$ cat src/rtl/aes_4to128.sv
`default_nettype none
// ============================================================================
//  Module      : aes_4to128
//  Description : Front-end loader for the AES core. Deserialises a 4-bit
//                plaintext stream and a 4-bit key stream into one 128-bit
//                plaintext block and one 128-bit key, then strobes ld for
//                one cycle so the downstream cipher can latch them.
//  Ports       : clk      - clock, all state changes on rising edge
//                rst      - asynchronous active-high reset
//                en       - start request, sampled only while idle
//                block    - plaintext nibble, sampled every load cycle
//                key      - key nibble, sampled every load cycle
//                text_in  - assembled plaintext block (registered)
//                key_in   - assembled key (registered)
//                ld       - one-cycle strobe: text_in/key_in are new
//  Revision    : 1.0 - initial release
// ============================================================================
module aes_4to128 #(
   parameter int NIB_W  = 4,
   parameter int WORD_W = 128
) (
   input  logic              clk,
   input  logic              rst,
   input  logic              en,
   input  logic [NIB_W-1:0]  block,
   input  logic [NIB_W-1:0]  key,
   output logic [WORD_W-1:0] text_in,
   output logic [WORD_W-1:0] key_in,
   output logic              ld
);

   localparam int NIBBLES = WORD_W / NIB_W;
   localparam int CNT_W   = $clog2(NIBBLES);
   localparam logic [CNT_W-1:0] c_LAST = CNT_W'(NIBBLES - 1);

   typedef enum logic [1:0] {
      IDLE = 2'd0,
      LOAD = 2'd1,
      DONE = 2'd2
   } state_t;

   // state and count keep plain names so they can be probed hierarchically.
   state_t            state;
   state_t            state_d;
   logic [CNT_W-1:0]  count;
   logic [CNT_W-1:0]  count_d;
   logic [WORD_W-1:0] sh_t_q;
   logic [WORD_W-1:0] sh_t_d;
   logic [WORD_W-1:0] sh_k_q;
   logic [WORD_W-1:0] sh_k_d;
   logic [WORD_W-1:0] text_in_d;
   logic [WORD_W-1:0] key_in_d;
   logic              ld_d;

   always_ff @(posedge clk or posedge rst) begin
      if (rst) begin
         state   <= IDLE;
         count   <= '0;
         sh_t_q  <= '0;
         sh_k_q  <= '0;
         text_in <= '0;
         key_in  <= '0;
         ld      <= 1'b0;
      end else begin
         state   <= state_d;
         count   <= count_d;
         sh_t_q  <= sh_t_d;
         sh_k_q  <= sh_k_d;
         text_in <= text_in_d;
         key_in  <= key_in_d;
         ld      <= ld_d;
      end
   end

   always_comb begin
      state_d   = state;
      count_d   = count;
      sh_t_d    = sh_t_q;
      sh_k_d    = sh_k_q;
      text_in_d = text_in;
      key_in_d  = key_in;
      ld_d      = 1'b0;

      case (state)
         IDLE: begin
            // The accepting edge captures no nibble; capture starts next edge.
            if (en) begin
               state_d = LOAD;
               count_d = '0;
            end
         end
         LOAD: begin
            // MSB-first: the first nibble migrates to the top of the word.
            sh_t_d = {sh_t_q[WORD_W-NIB_W-1:0], block};
            sh_k_d = {sh_k_q[WORD_W-NIB_W-1:0], key};
            if (count == c_LAST) begin
               // Publish the words including the nibble captured this edge.
               text_in_d = sh_t_d;
               key_in_d  = sh_k_d;
               ld_d      = 1'b1;
               count_d   = '0;
               state_d   = DONE;
            end else begin
               count_d = count + 1'b1;
            end
         end
         DONE: begin
            state_d = IDLE;
         end
         default: begin
            state_d = IDLE;
         end
      endcase
   end

endmodule
`default_nettype wire

$ cat config.mk
export PLATFORM = sky130hd
export DESIGN_NAME = aes_4to128
export DESIGN_NICKNAME = d
export VERILOG_FILES = /design/src/rtl/aes_4to128.sv
export SDC_FILE = /design/constraint.sdc
export NUM_CORES = 1
export LEC_CHECK = 0
export ABC_CLOCK_PERIOD_IN_PS = 18800
export BUFFER_PORTS_ARGS = -buffer_cell sky130_fd_sc_hd__buf_2
export CAP_MARGIN = 30
export CORE_ASPECT_RATIO = 1.75
export CORE_UTILIZATION = 51
export DETAILED_ROUTE_END_ITERATION = 10
export PLACE_DENSITY = 0.78
export SLEW_MARGIN = 10
export SYNTH_ARGS = -nofsm -noshare
export SYNTH_HDL_FRONTEND = slang
export SYNTH_SLANG_ARGS = --single-unit
export TNS_END_PERCENT = 20
$ cat constraint.sdc
create_clock -name clk -period 18.8 [get_ports clk]
set_input_delay 3.76 -clock clk [delete_from_list [all_inputs] [get_ports clk]]
set_output_delay 3.76 -clock clk [all_outputs]
set_load 0.01 [all_outputs]
Word-level counts from Yosys, hierarchy flattened --
Index checks and enable logic that the tools add are counted. W data, S select, Z words.
Storage, ports and cells: register bits 512, bits of input ports 11, output and inout bits 257, word-level logic and storage cells 25
Operators by class: $add $sub $neg 1, equality and inequality tests 4, muxes and demuxes 8, reductions and logical operators 5
Operators by type and width (number):
- $mux W5 | 2
- $pmux W5 S2 | 1
- $reduce_and A2 Y1 | 3
- $add A5 B1 Y5 const B | 1
- $eq A5 B5 Y1 const B | 1
- $mux W2 | 2
- $ne A2 B2 Y1 const B | 2
- $pmux W2 S2 | 1
- $eq A2 B1 Y1 const B | 1
- $logic_not A2 Y1 | 1
- $mux W1 | 2
- $reduce_bool A2 Y1 | 1

Logic depth before layout (Yosys ltp) --
word-level depth 3, depth in mapped cells 9, depth with buffers taken out 6

Worst setup path after synthesis --
OpenSTA, ideal clock, no wires.
path kind input-to-reg, from input en, to register count[3], setup time 0.077 ns, arrival 4.341 ns, data required time 18.723 ns, slack 14.381 ns, cell stages on the path 3, buffers on the path 0, cell sequence o21bai_1 > or3_1 > a21oi_1
Between the ends: word-level cells in the longest chain between the ends 2
Ends and longest elaborated chain:
- start, declared | RTL line 24 | input logic en,
- $ne A2 B2 Y1 (no source line)
- $reduce_and A2 Y1 (no source line)
- end signal, assigned | RTL line 66 | count <= count_d;
- end, declared | RTL line 45 | logic [CNT_W-1:0] count;
No other way between the ends. A chain may end at the register's enable or synchronous reset.

==> metrics <==
layout cells sized above 1 32.4%; total gr overflow 0; Port Buffers roughly 270; Worst R2R Start count[0]$_DFFE_PP0P_; CTS tree done; final worst-path cycle share 32.7%; crit path DAT 6.72 ns; Gate Count Post-Synth about 1,600; Area Overhead vs Synth 17.0%; cts hold-fix bufs 0; Max Clock Skew 0.0150 ns; Worst Setup Start Kind input port; Worst VDD drop 0.0867 mV; Core ar. 37,500 sq um; Period minus WS final 6.14 ns; share of the synthesized area in the top cell type approximately 66%; Setup-failing EPs final 0; critical path peak fanout 116; die outline height 260 um; post-layout power 0.00302 W; Clock Latency Late Sink 0.55 ns; full die area 38,700 sq um; CTS root buf clkbuf_16; Crit path top cell by count buf_4; Hold WC Path Type reg2reg; Max stage delay cell, worst path buf_4; biggest area consumer among synthesized cells dfrtp_1; TritonRoute pass-1 iters 4; top cell family by delay on the critical path buffers and inverters; Mapped Area a little under 20,000 sq um; setup TNS 0 ns; I/O Pins 268; maxcap violations 0; CTS Buffer Depth 3; CP Cell Sequence buf_2 -> inv_8 -> buf_16 -> buf_4 -> buf_4 -> buf_16 -> buf_4; pwr/cell area 134 nW/um^2; worst setup path start rst; mean post-synth cell area approximately 12 sq um; HP Start sh_k_q[120]$_DFFE_PP0P_; DRC errors left 0; Initial Util 51.5%; # H-tree levels 2; crit path buf inv count 7; ANT nets after route 0; RSZ-0062 raised after global routing false; ranking of synthesized cells by area dfrtp_1 66%, nand2_1 14%, mux2_2 13%; fin. max-slew vios 0; Detailed Route WL 40,400 um; largest net degree at the start of global routing 145; cell area after layout 22,600 sq um; DR WL/cell around 17 um; Crit Path Category in2async; initial antenna violation count 0; final hold violations 0; YS warnings 0; CTS Buf Count 45; Slew HR between 40% and 50%; Reg clk slew, reported paths 0.06 ns; Die X approximately 150 um; clk sinks 512; nature of the critical path endpoint asynchronous set/reset pin; max incr delay on CP 0.72 ns; f_max about 160 MHz; Antenna diodes 0; Seq cells post-synth between 500 and 600; cell leakage power between 10 and 15 nW; Iter 0 DRT Violations 575; vias 12,231; Cell variety after synth 24; FP Rows 94; All-Layer GR Usage 21.4%; Final HPWL DP 25,400 um; Slew @ Worst Pin approximately 0.8 ns; global-route wire length before repair 66,000 um; Placed Area around 21,000 sq um; nets@finish 1,888; DR vias/cell 5.13; status complete, no violations; sequential cell area fraction in the yosys report 66.3%; Post-CTS Setup Bufs 0; number of global-route vias before repair 12,672; Crit path required time 19.38 ns; Post-CTS Resized 0; Mapped Nets 1,636; placer's final routability congestion estimate 0.781
[cell usage after synthesis]
cell and n:
inv_2 1, o31ai_1 1, inv_1 3, mux2_2 217, buf_2 6, o21ai_0 2
dfrtp_1 512, buf_1 2, a21oi_1 4, a22o_1 2, buf_12 5, clkbuf_1 49
nand2_4 1, buf_6 12, or3_1 2, o21bai_1 1, mux2_4 39, buf_4 10
nand2_1 746, ha_1 2, nor2b_1 1, nand2b_1 3, nand3_1 1, and3_1 1
[final timing paths]
path                                                 to  slack [ns]  cells past startpoint
worst max-delay path             sh_t_q[99]$_DFFE_PP0P_       12.66                      7
worst min-delay path            sh_k_q[120]$_DFFE_PP0P_        0.47                      2
worst max register to register   key_in[49]$_DFFE_PP0P_       15.41                      8
worst min register to register  sh_k_q[120]$_DFFE_PP0P_        0.47                      2
max in group clk                             key_in[70]       13.92                      1
min in group asynchronous        key_in[82]$_DFFE_PP0P_        3.16                      2
[tightest hold or removal path, stage by stage (launching register included)]
cell,delay (ns)
dfrtp_1,0.34
nand2_1,0.05
nand2_1,0.05
[area by class of cell]
cell class,instances,area (sq um)
fillers,2939,14900
flip-flops and latches,512,12800
multi-input cells,1023,5990
repair buffers,289,1690
clock buffers,63,1280
well taps,480,601
clock inverters,12,219
inverters,4,30.0
[where the power goes]
part / internal, W / switching, W / total [W]
Sequential: 0.00139 / 0.000223 / 0.00161
Combinational: 0.000184 / 0.000277 / 0.000461
Clock: 0.000557 / 0.000389 / 0.000946
Total: 0.00213 / 0.000889 / 0.00302
[metrics by stage]
| step | hold WS [ns] | setup WS [ns] | instances | utilization [%] |
|---|---|---|---|---|
| final | 0.471 | 12.66 | 2383 | 60.3 |
| after global routing | 0.497 | 12.20 | 2383 | 60.3 |
| after CTS | 0.472 | 12.19 | 2376 | 59.8 |
| after detailed placement | 0.457 | 11.62 | 2301 | 55.8 |
| after global placement | 0.453 | 11.74 | 2298 | 55.6 |
| after floorplan | 0.440 | 0.740 | 1623 | - |
[cells by family (layout without fill, tap and decap cells)]
kind of cell	after synthesis	in the layout	share of synthesized area, %
AO/OA/AOI/OAI	10	10	0.324
adder cells (fa/ha/maj)	2	2	0.129
buffers and inverters	88	368	2.83
flip-flops	512	512	66.3
multiplexers	256	256	15.7
AND/OR/NAND/NOR	755	755	14.8
[placed cells by master, fill, tap and decap left out, types with 2 or more instances in the layout]
cell       instances
o21ai_0            2
bufinv_16          6
mux2_4            39
clkinv_2           4
buf_12             2
nand2_1          746
a21oi_1            4
mux2_2           217
clkbuf_16         45
buf_16             8
buf_4             12
clkbuf_1           9
buf_2            267
a22o_1             2
clkbuf_8           9
ha_1               2
nand2b_1           2
dfrtp_1          512
inv_1              2
or3_1              2
inv_8              3
[per-layer routing]
layer / global-route usage (%) / part of all wire [%] / vias up
met4: 8.99 / 3.8 / 0
met3: 4.51 / 5.5 / 78
li1: - / - / 5653
met2: 37.2 / 52 / 298
met5: 0 / 0 / -
met1: 25.4 / 39 / 6202
[flip-flops by register name (all words and copies together) (netlist names)]
| register | count |
|---|---|
| sh_k_q | 124 |
| text_in | 128 |
| sh_t_q | 124 |
| key_in | 128 |
| ld | 1 |
| count | 5 |
| state | 2 |
Power figures use the tool's default switching activity.
